`src/rtl/complex_mult_sched.sv`:
```
// complex_mult_sched: round-robin scheduler that shares one pipelined complex
// multiplier among N_REQ requesters. A tag pipe, matched to the multiplier
// latency and frozen together with it, routes each product back to its issuer.
//
// Operand layout (complex32): [31:16] real, [15:0] imag, two's complement.
// Result layout  (complex64): [63:32] real, [31:0] imag, two's complement.
//
// Tag pipe stage | meaning
//   0            | operands presented to the multiplier one cycle ago
//   PIPE_NUM-1   | product currently on mult_z; strobes rsp_valid when mult_en
module complex_mult_sched #(
    parameter int N_REQ    = 4,
    parameter int PIPE_NUM = 10,
    parameter int MAX_OUT  = 4,
    localparam int IDW = $clog2(N_REQ),
    localparam int CW  = $clog2(MAX_OUT + 1),
    localparam int IFW = $clog2(N_REQ * MAX_OUT + 1)
) (
    input  logic                   clk,
    input  logic                   rst,
    input  logic                   stall,
    input  logic [N_REQ-1:0]       req_valid,
    input  logic [N_REQ-1:0][31:0] req_a,
    input  logic [N_REQ-1:0][31:0] req_b,
    output logic [N_REQ-1:0]       req_ready,
    output logic                   mult_en,
    output logic [31:0]            mult_a,
    output logic [31:0]            mult_b,
    input  logic [63:0]            mult_z,
    output logic [N_REQ-1:0]       rsp_valid,
    output logic [IDW-1:0]         rsp_id,
    output logic [63:0]            rsp_z,
    output logic [IFW-1:0]         inflight
);

    logic [PIPE_NUM-1:0]          tag_valid_q, tag_valid_d;
    logic [PIPE_NUM-1:0][IDW-1:0] tag_id_q, tag_id_d;
    logic [N_REQ-1:0][CW-1:0]     cnt_q, cnt_d;
    logic [IDW-1:0]               rr_q, rr_d;
    logic [IFW-1:0]               inflight_q, inflight_d;

    logic [N_REQ-1:0] eligible;
    logic             grant_vld;
    logic [IDW-1:0]   grant_id;
    logic             accept;
    logic             rsp_fire;
    int               cand;

    // Eligibility and round-robin pick; scanning farthest-first lets the
    // nearest eligible requester after the pointer overwrite the others.
    always_comb begin
        grant_vld = 1'b0;
        grant_id  = '0;
        cand      = 0;
        for (int i = 0; i < N_REQ; i++) begin
            eligible[i] = req_valid[i] && (cnt_q[i] < CW'(MAX_OUT));
        end
        for (int k = N_REQ; k >= 1; k--) begin
            cand = (int'(rr_q) + k) % N_REQ;
            if (eligible[IDW'(cand)]) begin
                grant_vld = 1'b1;
                grant_id  = IDW'(cand);
            end
        end
    end

    // Accept handshake, operand mux (zero bubbles) and result routing
    always_comb begin
        mult_en   = ~stall;
        accept    = grant_vld & ~stall & ~rst;
        req_ready = '0;
        if (accept) begin
            req_ready[grant_id] = 1'b1;
        end
        mult_a    = accept ? req_a[grant_id] : 32'd0;
        mult_b    = accept ? req_b[grant_id] : 32'd0;
        rsp_fire  = tag_valid_q[PIPE_NUM-1] & mult_en;
        rsp_valid = '0;
        if (rsp_fire) begin
            rsp_valid[tag_id_q[PIPE_NUM-1]] = 1'b1;
        end
        rsp_id    = tag_id_q[PIPE_NUM-1];
        rsp_z     = mult_z;
        inflight  = inflight_q;
    end

    // Next state: tag shift tracks multiplier hold, counters net accept vs. response
    always_comb begin
        tag_valid_d = tag_valid_q;
        tag_id_d    = tag_id_q;
        rr_d        = rr_q;
        cnt_d       = cnt_q;
        inflight_d  = inflight_q;
        if (mult_en) begin
            for (int s = PIPE_NUM - 1; s > 0; s--) begin
                tag_valid_d[s] = tag_valid_q[s-1];
                tag_id_d[s]    = tag_id_q[s-1];
            end
            tag_valid_d[0] = accept;
            tag_id_d[0]    = accept ? grant_id : '0;
        end
        if (accept) begin
            rr_d = grant_id;
        end
        for (int i = 0; i < N_REQ; i++) begin
            if (accept && (grant_id == IDW'(i)) && !rsp_valid[i]) begin
                cnt_d[i] = cnt_q[i] + CW'(1);
            end else if (!(accept && (grant_id == IDW'(i))) && rsp_valid[i]) begin
                cnt_d[i] = cnt_q[i] - CW'(1);
            end
        end
        case ({accept, rsp_fire})
            2'b10:   inflight_d = inflight_q + IFW'(1);
            2'b01:   inflight_d = inflight_q - IFW'(1);
            default: inflight_d = inflight_q;
        endcase
    end

    // State registers; reset drops every in-flight tag so no stale result strobes
    always_ff @(posedge clk) begin
        if (rst) begin
            tag_valid_q <= '0;
            tag_id_q    <= '0;
            cnt_q       <= '0;
            rr_q        <= IDW'(N_REQ - 1);
            inflight_q  <= '0;
        end else begin
            tag_valid_q <= tag_valid_d;
            tag_id_q    <= tag_id_d;
            cnt_q       <= cnt_d;
            rr_q        <= rr_d;
            inflight_q  <= inflight_d;
        end
    end

    a_rsp_onehot: assert property (@(posedge clk) disable iff (rst) $onehot0(rsp_valid));

    for (genvar g = 0; g < N_REQ; g++) begin : g_cnt_chk
        a_cnt_max: assert property (@(posedge clk) disable iff (rst) cnt_q[g] <= CW'(MAX_OUT));
        a_cnt_min: assert property (@(posedge clk) disable iff (rst) !(rsp_valid[g] && (cnt_q[g] == '0)));
    end

endmodule

```
`config.mk`:
```
export PLATFORM = sky130hd
export DESIGN_NAME = complex_mult_sched
export DESIGN_NICKNAME = d
export VERILOG_FILES = /design/src/rtl/complex_mult_sched.sv
export SDC_FILE = /design/constraint.sdc
export NUM_CORES = 1
export LEC_CHECK = 0
export CAP_MARGIN = 15
export CORE_AREA = 2 2 182 184
export CTS_CLUSTER_SIZE = 12
export DETAILED_ROUTE_END_ITERATION = 12
export DIE_AREA = 0 0 184 186
export PLACE_DENSITY = 0.54
export SYNTH_ARGS = -nofsm -noshare
export SYNTH_HDL_FRONTEND = slang
export SYNTH_SLANG_ARGS = --single-unit
```
`constraint.sdc`:
```
create_clock -name clk -period 5.2 [get_ports clk]
set_clock_uncertainty 0.1 [all_clocks]
set_input_delay 0.78 -clock clk [delete_from_list [all_inputs] [get_ports clk]]
set_output_delay 0.78 -clock clk [all_outputs]
set_load 0.1 [all_outputs]
```
==> results of run 1 <==
==> Yosys cell counts, types with 2 or more instances <==
master    count
ha_1          7
or3_1         7
mux2i_1      32
inv_1        11
a221o_1      64
buf_4        67
a32o_1       64
buf_1         4
nor2_1       46
fa_1          4
nand2_1      11
o21ai_0       8
dfxtp_1      49
o211ai_1      2
a31oi_1       2
nand2b_1      5
nor2b_1       4
o21ai_1       2
a21oi_1      11
xor2_1       12
nand3_1       3
nor3_1        2
clkbuf_1     25
buf_6        11
or2_2         2
buf_2         5
==> power by group <==
group / internal, mW / switching (mW) / total [mW] / leakage (nW)
clock: 0.193 / 0.143 / 0.336 / 0.0735
combinational: 0.491 / 0.676 / 1.17 / 2.72
sequential: 0.388 / 0.0143 / 0.402 / 0.397
total: 1.07 / 0.832 / 1.90 / 3.19
==> worst min-delay path: cells and delay by family, from the launching register on <==
family | cells | cell delay (ns)
flip-flops | 1 | 0.32
AND/OR/NAND/NOR | 2 | 0.10
==> final timing paths <==
check,start,end,slack [ns],cells past startpoint
worst max register to register,rr_q[1],cnt_q[5],1.86,11
worst min-delay path,tag_id_q[0],tag_id_q[0],0.36,2
worst max-delay path,req_valid[0],mult_b[10],1.06,8
worst min register to register,tag_id_q[0],tag_id_q[0],0.36,2
==> flip-flops by register name, indices dropped and copies added, names as in the netlist <==
name and cells:
rr_q 2, tag_valid_q 10, inflight 5, rsp_id 2, cnt_q 12, tag_id_q 18
==> per-layer routing <==
| layer | vias up | share of wire (%) | GRT usage, % |
|---|---|---|---|
| met1 | 2375 | 38 | 16.5 |
| met4 | 0 | 1.9 | 3.36 |
| li1 | 2318 | - | - |
| met3 | 22 | 10 | 4.54 |
| met5 | - | 0 | 0.148 |
| met2 | 296 | 49 | 23.3 |
==> cell type report <==
| cell class | instances | area [um^2] | area share, % |
|---|---|---|---|
| timing repair buffer | 354 | 4180 | 49.5 |
| multi-input combinational | 308 | 2560 | 30.4 |
| sequential | 49 | 981 | 11.6 |
| tap | 408 | 510 | 6.05 |
| clock buffer | 6 | 139 | 1.65 |
| inverter | 12 | 45.0 | 0.534 |
| clock inverter | 2 | 16.3 | 0.193 |
| antenna | 2 | 5.00 | 0.0593 |
==> cells by family after synthesis <==
family          count (synthesis)
simple gates                   90
compound gates                162
flops                          49
buf+inv                       124
fa+ha+maj                      11
xor+xnor                       12
mux                            33
==> metrics.md, run 1 <==
| Metric | Value |
|---|---|
| Cell row count | 66 |
| Routed Antenna Nets | 0 |
| Gp weighted congestion | slightly below 0.8 |
| Main flop type after synthesis | dfxtp_1 |
| CTS buffer count | 5 |
| Count of maximum capacitance violations | 0 |
| Tmin final | about 4.1 ns |
| H-tree depth | 2 |
| Largest family of logic cells by synthesized area | compound AO/OA/AOI/OAI gates |
| Commonest non-fill, non-tap cell in the layout | clkdlybuf4s50_1 |
| Die width | about 180 um |
| Power density over the cells | around 230 mW/mm^2 |
| Initial antenna violation count | 5 |
| Mapped Area | 0.00432 mm^2 |
| Top Ports | 471 |
| WS Path Type | in -> out |
| Post-synth top area share | between 20% and 30% |
| Die ar. | 0.0342 mm^2 |
| WP data required | 4.32 ns |
| Ys async rst share | 0% |
| TNS Setup | 0 ns |
| CP startpoint kind | primary input |
| Leak Pwr | between 3 and 4 nW |
| Vias in the first global route | 4807 |
| Hold WC Path Type | reg -> reg |
| PnR worst setup slack | 1.06 ns |
| Placed cell areas | a little over 0.008 mm^2 |
| Complex-gate fraction of the synthesized area | roughly 34% |
| Synth unique cells | 47 |
| Max Root-Sink Buffers | 2 |
| Worst path cell trace | clkdlybuf4s50_1 -> nor2b_1 -> nand3_1 -> and4_4 -> nor3b_4 -> buf_4 -> a221o_1 -> buf_12 |
| Number of synthesized flops with an enable pin | 0 |
| Slowest CP cell | clkdlybuf4s50_1 |
| Relative slew slack | between 30% and 40% |
| Worst Path Buf+Inv | 3 |
| Post-CTS Setup Bufs | 0 |
| Wire length of the first global-routing pass | about 34000 um |
| Fin. Hold Viols | 0 |
| Total of warnings raised by yosys | 0 |
| WL/cell | about 23 um |
| Post-Synth Simple-Gate Area | 10.3% |
| Routed wire length | between 20000 and 30000 um |
| Post-synthesis sequential area ratio | ~23% |
| Largest net degree at the start of global routing | 49 |
| Core area | about 0.032 mm^2 |
| Clk Latency, worst-skew pair | around 0.29 ns |
| Initial DRC Count | between 300 and 400 |
| Fin cells | roughly 1100 |
| End-of-flow core utilization | 26.2% |
| Max stage delay on crit path | around 0.48 ns |
| Global route total overflow | 0 |
| Worst EP arrival | around 3.3 ns |
| Post-synthesis xor/xnor area fraction | between 2 and 2.5% |
| Share of cells above drive strength 1 | 14.4% |
| Worst IR Drop VDD | around 0.18 mV |
| Slew Limit Fails | 0 |
| CTS tree | yes |
| Syn_area_per_cell | around 9 um^2 |
| Starting density of the core | 13.4% |
| Vias per cell | 4.39 |
| Post-Syn Instances | a little under 500 |
| Filler Cells Inserted | between 3000 and 4000 |
| CTS clk-pin slew, worst paths | 0.07 ns |
| Worst-path fanout max | 38 |
| Drt drc | 0 |
| Most frequent cells in the layout | clkdlybuf4s50_1 (269), buf_12 (68), a32o_1 (64), a221o_1 (64), dfxtp_1 (49) |
| Final setup vio count | 0 |
| Status | complete, no violations |
| Hold WS | between 0.3 and 0.4 ns |
| Final Cell Area | approximately 0.0084 mm^2 |
| RSZ-0062 raised after global routing | false |
| Final HPWL DP | roughly 21000 um |
| Post-CTS Resized | 0 |
| GRT Overall Usage | a little over an eighth |
| Port Buf Inserts | approximately 340 |
| Vias | between 5000 and 6000 |
| Mux cell area share after synthesis | 7.67% |
| Final nets | roughly 1100 |
| Tightest Pin Transition | 0.986 ns |
| CTS sink count | between 40 and 50 |
| Adder-cell area share of the yosys netlist | between 3 and 4% |
| Clock Tree Root | clkbuf_16 |
| Placed Instances | around 1100 |
| Drt pass-1 iters | 5 |
| Crit. End Element | primary output |
| Die height | between 150 and 200 um |
| Pre-CTS WS | just over 1 ns |
| Max Freq | about 0.24 GHz |
| Synthesis-to-layout area growth | 95.3% |
| Post-route clock period utilization | about 80% |
| Syn Nets | around 820 |
| Family with the most delay on the worst path | buffers and inverters |
| Total power | between 1.5 and 2 mW |
| Hold_buf cts | 0 |
| Area leader, netlist | dfxtp_1 |
| Synth area leaders | dfxtp_1 (23%), a221o_1 (15%), a32o_1 (15%), buf_4 (12%), mux2i_1 (7.4%) |
| Synthesis-stage register bit count | 49 |
Power figures use the tool's default switching activity.
==> inputs of run 2 (changes only) <==
--- a/config.mk
+++ b/config.mk
@@ -10,7 +10,7 @@
 export CTS_CLUSTER_SIZE = 12
 export DETAILED_ROUTE_END_ITERATION = 12
 export DIE_AREA = 0 0 184 186
-export PLACE_DENSITY = 0.54
+export PLACE_DENSITY = 0.55
 export SYNTH_ARGS = -nofsm -noshare
 export SYNTH_HDL_FRONTEND = slang
 export SYNTH_SLANG_ARGS = --single-unit
==> constraint.sdc (replaced) <==
create_clock -name clk -period 3.6 [get_ports clk]
set_clock_uncertainty 0.1 [all_clocks]
set_input_delay 0.54 -clock clk [delete_from_list [all_inputs] [get_ports clk]]
set_output_delay 0.54 -clock clk [all_outputs]
set_load 0.1 [all_outputs]
==> metrics.md, run 2 (synthesized netlist as in run 1, its figures left out) <==
| Metric | Value |
|---|---|
| Status | complete, no violations |
| Relative slew slack | between 30% and 40% |
| Die ar. | between 0.03 and 0.04 mm^2 |
| Port Buf Inserts | about 340 |
| Max stage delay on crit path | ~0.51 ns |
| Final Cell Area | 0.00869 mm^2 |
| Tightest Pin Transition | ~1 ns |
| Hold_buf cts | 0 |
| Share of cells above drive strength 1 | approximately 17% |
| CP startpoint kind | primary input |
| Final HPWL DP | slightly above 20000 um |
| PnR worst setup slack | 0.108 ns |
| CTS clk-pin slew, worst paths | 0.07 ns |
| HP Start | tag_valid_q[0] |
| Filler Cells Inserted | roughly 3400 |
| Initial antenna violation count | 1 |
| Flop-to-flop setup slack | 0.59 ns |
| Part of the power in combinational logic | approximately three fifths |
| Global route total overflow | 0 |
| Worst IR Drop VDD | between 0.3 and 0.4 mV |
| Final nets | around 1100 |
| Fin. Hold Viols | 0 |
| Commonest non-fill, non-tap cell in the layout | clkdlybuf4s50_1 |
| CTS tree | yes |
| Slowest CP cell | clkdlybuf4s50_1 |
| Vias | between 4000 and 5000 |
| Hold EP | tag_valid_q[0] |
| Sequential share of power | 20.8% |
| Final setup vio count | 0 |
| Top Ports | 471 |
| Count of maximum capacitance violations | 0 |
| Clock Tree Root | clkbuf_16 |
| Largest net degree at the start of global routing | 46 |
| Power density over the cells | 323 mW/mm^2 |
| R2r endpoint | cnt_q[5] |
| Largest Register | tag_id_q |
| Routed wire length | approximately 25000 um |
| Tmin final | 3.49 ns |
| NetSw | roughly 1.2 mW |
| Pre-CTS WS | -0.105 ns |
| Synthesis-to-layout area growth | 101% |
| Crit. End Element | primary output |
| Starting density of the core | 13.4% |
| Cell row count | 66 |
| Clk network pwr share | between 15 and 20% |
| Die height | around 190 um |
| Vias per cell | ~4.3 |
| Worst-path fanout max | 28 |
| WP data required | 2.96 ns |
| Placed cell areas | 0.00853 mm^2 |
| End-of-flow core utilization | 27.0% |
| Worst r2r src | rr_q[1] |
| Post-route clock period utilization | between 90% and 100% |
| Worst path cell trace | clkdlybuf4s50_1 -> nand2b_1 -> or3_1 -> and4_4 -> nor3b_4 -> buf_12 -> a221o_1 -> buf_12 |
| Wire length of the first global-routing pass | ~33000 um |
| Routed Antenna Nets | 0 |
| TNS Setup | 0 ns |
| Die width | roughly 180 um |
| GRT Overall Usage | about an eighth |
| Largest registers | tag_id_q: 18 flops, cnt_q: 12 flops, tag_valid_q: 10 flops |
| Worst EP arrival | between 2 and 3 ns |
| RSZ-0062 raised after global routing | false |
| Core area | roughly 0.032 mm^2 |
| H-tree depth | 2 |
| Clk Latency, worst-skew pair | 0.29 ns |
| Total power | 2.80 mW |
| Vias in the first global route | 4806 |
| Max Freq | between 0.2 and 0.3 GHz |
| Gp weighted congestion | approximately 0.73 |
| Hold depth | 2 |
| Drt drc | 0 |
| Most frequent cells in the layout | clkdlybuf4s50_1 (266), buf_12 (82), a32o_1 (64) |
| Worst path most repeated cell | buf_12 |
| Slew Limit Fails | 0 |
| Worst R2R Path Depth | 10 |
| Initial DRC Count | 307 |
| CTS buffer count | 5 |
| CTS sink count | 49 |
| Largest register FFs | 18 |
| WL/cell | 21.9 um |
| Int Pwr | 1.58 mW |
| Leak Pwr | 3.30 nW |
| Switching power share of the total | 43.5% |
| Hold WC Path Type | reg -> reg |
| Max Root-Sink Buffers | 2 |
| Drt pass-1 iters | 4 |
| WS Path Type | in -> out |
## run 2: changes by cell type in the layout (fill, tap and decap cells not counted), moves of 2 or more
cell / before / now
buf_12: 68 / 82
clkdlybuf4s50_1: 269 / 266
a221o_1: 64 / 62
a221o_2: 0 / 2
nor2b_1: 4 / 2
nor2b_2: 0 / 2
## run 2: area by class of cell
type | instances | area [um^2] | share of cell area, %
Antenna cell | 1 | 2.50 | 0.0288
Clock buffer | 6 | 139 | 1.60
Clock inverter | 2 | 17.5 | 0.202
Inverter | 12 | 45.0 | 0.518
Multi-Input combinational cell | 308 | 2570 | 29.6
Sequential cell | 49 | 981 | 11.3
Tap cell | 408 | 510 | 5.87
Timing Repair Buffer | 364 | 4420 | 50.9
## run 2: repair_timing
| action | in CTS | in global routing |
|---|---|---|
| buffers inserted | 0 | 0 |
| endpoints found under the setup margin | 2 | 2 |
| gates resized for setup | 3 | 1 |
## run 2: worst max-delay path by stage
stage | startpoint | to | slack (ns) | cells after the start
finish | req_valid[1] | mult_b[3] | 0.11 | 8
CTS | req_valid[0] | mult_b[3] | 0.02 | 8
global placement | req_valid[2] | mult_b[14] | -0.1 | 7
floorplan | stall | inflight[4] | 0.15 | 13
detailed placement | req_valid[2] | mult_b[14] | -0.11 | 7
global route | req_valid[1] | mult_b[3] | 0.0007 | 8
## run 2: per-layer routing
layer  vias up  part of all wire [%]  GRT usage, %
li1       2339                     -             -
met1      2393                    38          15.7
met2       237                    50          22.9
met3        22                   9.5          3.89
met4         0                   2.8          4.83
met5         -                     0             0
## run 2: stage by stage
step                hold WS, ns  std cells
global placement          0.337       1141
global route              0.381       1150
floorplan                 0.322        481
finish                    0.356       1150
detailed placement        0.351       1141
CTS                       0.363       1149
## run 2: power by group through the flow
stage          clock (mW)  combinational (mW)  sequential [mW]
2_1_floorplan           0                1.25            0.596
3_3_place_gp            0                1.73            0.595
3_5_place_dp            0                1.74            0.594
4_1_cts             0.512                1.74            0.583
5_1_grt             0.533                1.79            0.586
6_report            0.491                1.73            0.583
## run 2: critical path: cells and delay by family
family	cells	cell delay [ns]
and+or+nand+nor	4	1.00
AOI/OAI and AO/OA	1	0.32
buffers and inverters	3	0.97
==> inputs of run 3 (changes only) <==
--- a/config.mk
+++ b/config.mk
@@ -5,7 +5,6 @@
 export SDC_FILE = /design/constraint.sdc
 export NUM_CORES = 1
 export LEC_CHECK = 0
-export CAP_MARGIN = 15
 export CORE_AREA = 2 2 182 184
 export CTS_CLUSTER_SIZE = 12
 export DETAILED_ROUTE_END_ITERATION = 12
==> constraint.sdc (replaced) <==
create_clock -name clk -period 2.85 [get_ports clk]
set_clock_uncertainty 0.1 [all_clocks]
set_input_delay 0.4275 -clock clk [delete_from_list [all_inputs] [get_ports clk]]
set_output_delay 0.4275 -clock clk [all_outputs]
set_load 0.1 [all_outputs]
==> metrics.md, run 3 (synthesized netlist as in run 1, its figures left out) <==
| Metric | Value |
|---|---|
| Tmin final | between 2 and 3 ns |
| Multi-input logic area | between 0.002 and 0.003 mm^2 |
| CP startpoint kind | flip-flop |
| Status | finished with violations |
| Largest net degree at the start of global routing | 60 |
| Drt drc | 0 |
| Hold_buf cts | 0 |
| CTS tree | yes |
| Wire length of the first global-routing pass | ~38000 um |
| HP Start | tag_id_q[0] |
| Slew Limit Fails | 0 |
| Cell row count | 66 |
| GRT Overall Usage | 15.7% |
| Final setup vio count | 65 |
| Most frequent cells in the layout | clkdlybuf4s50_1 (256), buf_12 (92), a32o_1 (62) |
| Violated checks | setup timing |
| Share of cells above drive strength 1 | between 30% and 40% |
| H-tree depth | 2 |
| Max Root-Sink Buffers | 2 |
| CTS buffer count | 5 |
| RSZ-0062 raised after global routing | true |
| Clock Tree Root | clkbuf_16 |
| PnR worst setup slack | -0.126 ns |
| Critical Path Start | cnt_q[5] |
| Top Ports | roughly 470 |
| Clk Latency, worst-skew pair | 0.28 ns |
| Synthesis-to-layout area growth | 125% |
| CTS sink count | 49 |
| Filler Cells Inserted | 3288 |
| TNS Setup | -4.93 ns |
| Worst EP arrival | between 2 and 2.5 ns |
| Gp weighted congestion | ~0.83 |
| Relative slew slack | approximately two thirds |
| Routed wire length | 31700 um |
| Starting density of the core | between 10% and 20% |
| Die width | 184 um |
| Port Buf Inserts | ~340 |
| Vias in the first global route | 5061 |
| WL/cell | around 26 um |
| Die height | 186 um |
| Tightest Pin Transition | 0.518 ns |
| WS Path Type | reg -> out |
| Largest register FFs | 18 |
| WP data required | approximately 2.3 ns |
| Initial antenna violation count | 3 |
| Crit. End Element | primary output |
| Vias per cell | between 4 and 5 |
| Worst-path fanout max | 6 |
| Count of maximum capacitance violations | 0 |
| Post-route clock period utilization | 104% |
| Global route total overflow | 0 |
| Final nets | 1146 |
| Worst r2r src | cnt_q[5] |
| Largest registers | tag_id_q: 18 flops, cnt_q: 12 flops, tag_valid_q: 10 flops |
| Drt pass-1 iters | 5 |
| Routed Antenna Nets | 0 |
| Core area | around 0.032 mm^2 |
| Storage element area | slightly below 0.001 mm^2 |
| Die ar. | 0.0342 mm^2 |
| Commonest non-fill, non-tap cell in the layout | clkdlybuf4s50_1 |
| Leak Pwr | 3.80 nW |
| Max Freq | 0.336 GHz |
| Fin. Hold Viols | 0 |
| Initial DRC Count | between 300 and 400 |
| Worst IR Drop VDD | about 0.28 mV |
| Largest Register | tag_id_q |
| Vias | about 5400 |
| Hold WC Path Type | reg -> reg |
| Total power | about 3.8 mW |
| Hold WS | 0.349 ns |
| CTS clk-pin slew, worst paths | ~0.070 ns |
| Power density over the cells | approximately 390 mW/mm^2 |
| Final HPWL DP | around 24000 um |
==> run 3: cell count changes in the layout (fill, tap and decap cells not counted), moves of 5 or more <==
| cell | delta |
|---|---|
| clkdlybuf4s50_1 | -10 |
| a221o_1 | -57 |
| buf_8 | +6 |
| buf_6 | +9 |
| clkbuf_16 | +6 |
| buf_12 | +10 |
| buf_4 | +38 |
| a221o_2 | +57 |
| a21oi_1 | -5 |
==> run 3: worst paths after layout <==
check	cells past startpoint	slack, ns	to
worst max register to register	13	-0.05	cnt_q[5]
worst min register to register	2	0.35	tag_id_q[0]
worst min-delay path	2	0.35	tag_id_q[0]
worst max-delay path	10	-0.13	mult_b[23]
==> run 3: per-stage QoR <==
stage	instances	worst slack (ns)	util (%)	instance area, um^2
6_report	1220	-0.126	30.2	9730
5_1_grt	1219	-0.195	30.2	9730
4_1_cts	1203	-0.128	29.4	9470
3_5_place_dp	1167	-0.314	27.4	8820
3_3_place_gp	1167	-0.296	27.4	8820
2_1_floorplan	481	-0.0762	-	4480
==> run 3: where the power goes <==
group | switching [mW] | internal [mW]
Clock | 0.259 | 0.327
Combinational | 1.35 | 1.12
Sequential | 0.0240 | 0.708
Total | 1.63 | 2.16
==> run 3: routing by layer <==
metal  up-vias  GRT usage (%)  share of wire, %
met4         0           6.21               3.5
met3        46           12.0                16
met2       253           23.6                45
met5         -              0                 0
met1      2623           16.6                35
li1       2487              -                 -
==> run 3: timing repair <==
action	in CTS	in global routing
setup buffers	24	9
pin swaps	21	31
gates cloned	6	9
gates resized for setup	41	21
setup endpoints to repair	66	68
==> run 3: cell type report <==
class                   instances  area share, %
repair buffers                432           54.3
multi-input cells             308           28.2
flip-flops and latches         49           10.2
well taps                     408           5.25
clock buffers                   5           1.29
inverters                      12          0.501
clock inverters                 3          0.219
diodes                          3         0.0771
==> run 3: critical path, cell delays in order (launching register included) <==
cell,delay [ns]
dfxtp_4,0.37
and2b_4,0.21
o211ai_1,0.18
and4_4,0.27
nor3b_4,0.05
buf_6,0.13
buf_12,0.14
buf_12,0.13
buf_12,0.13
a221o_2,0.37
buf_12,0.18
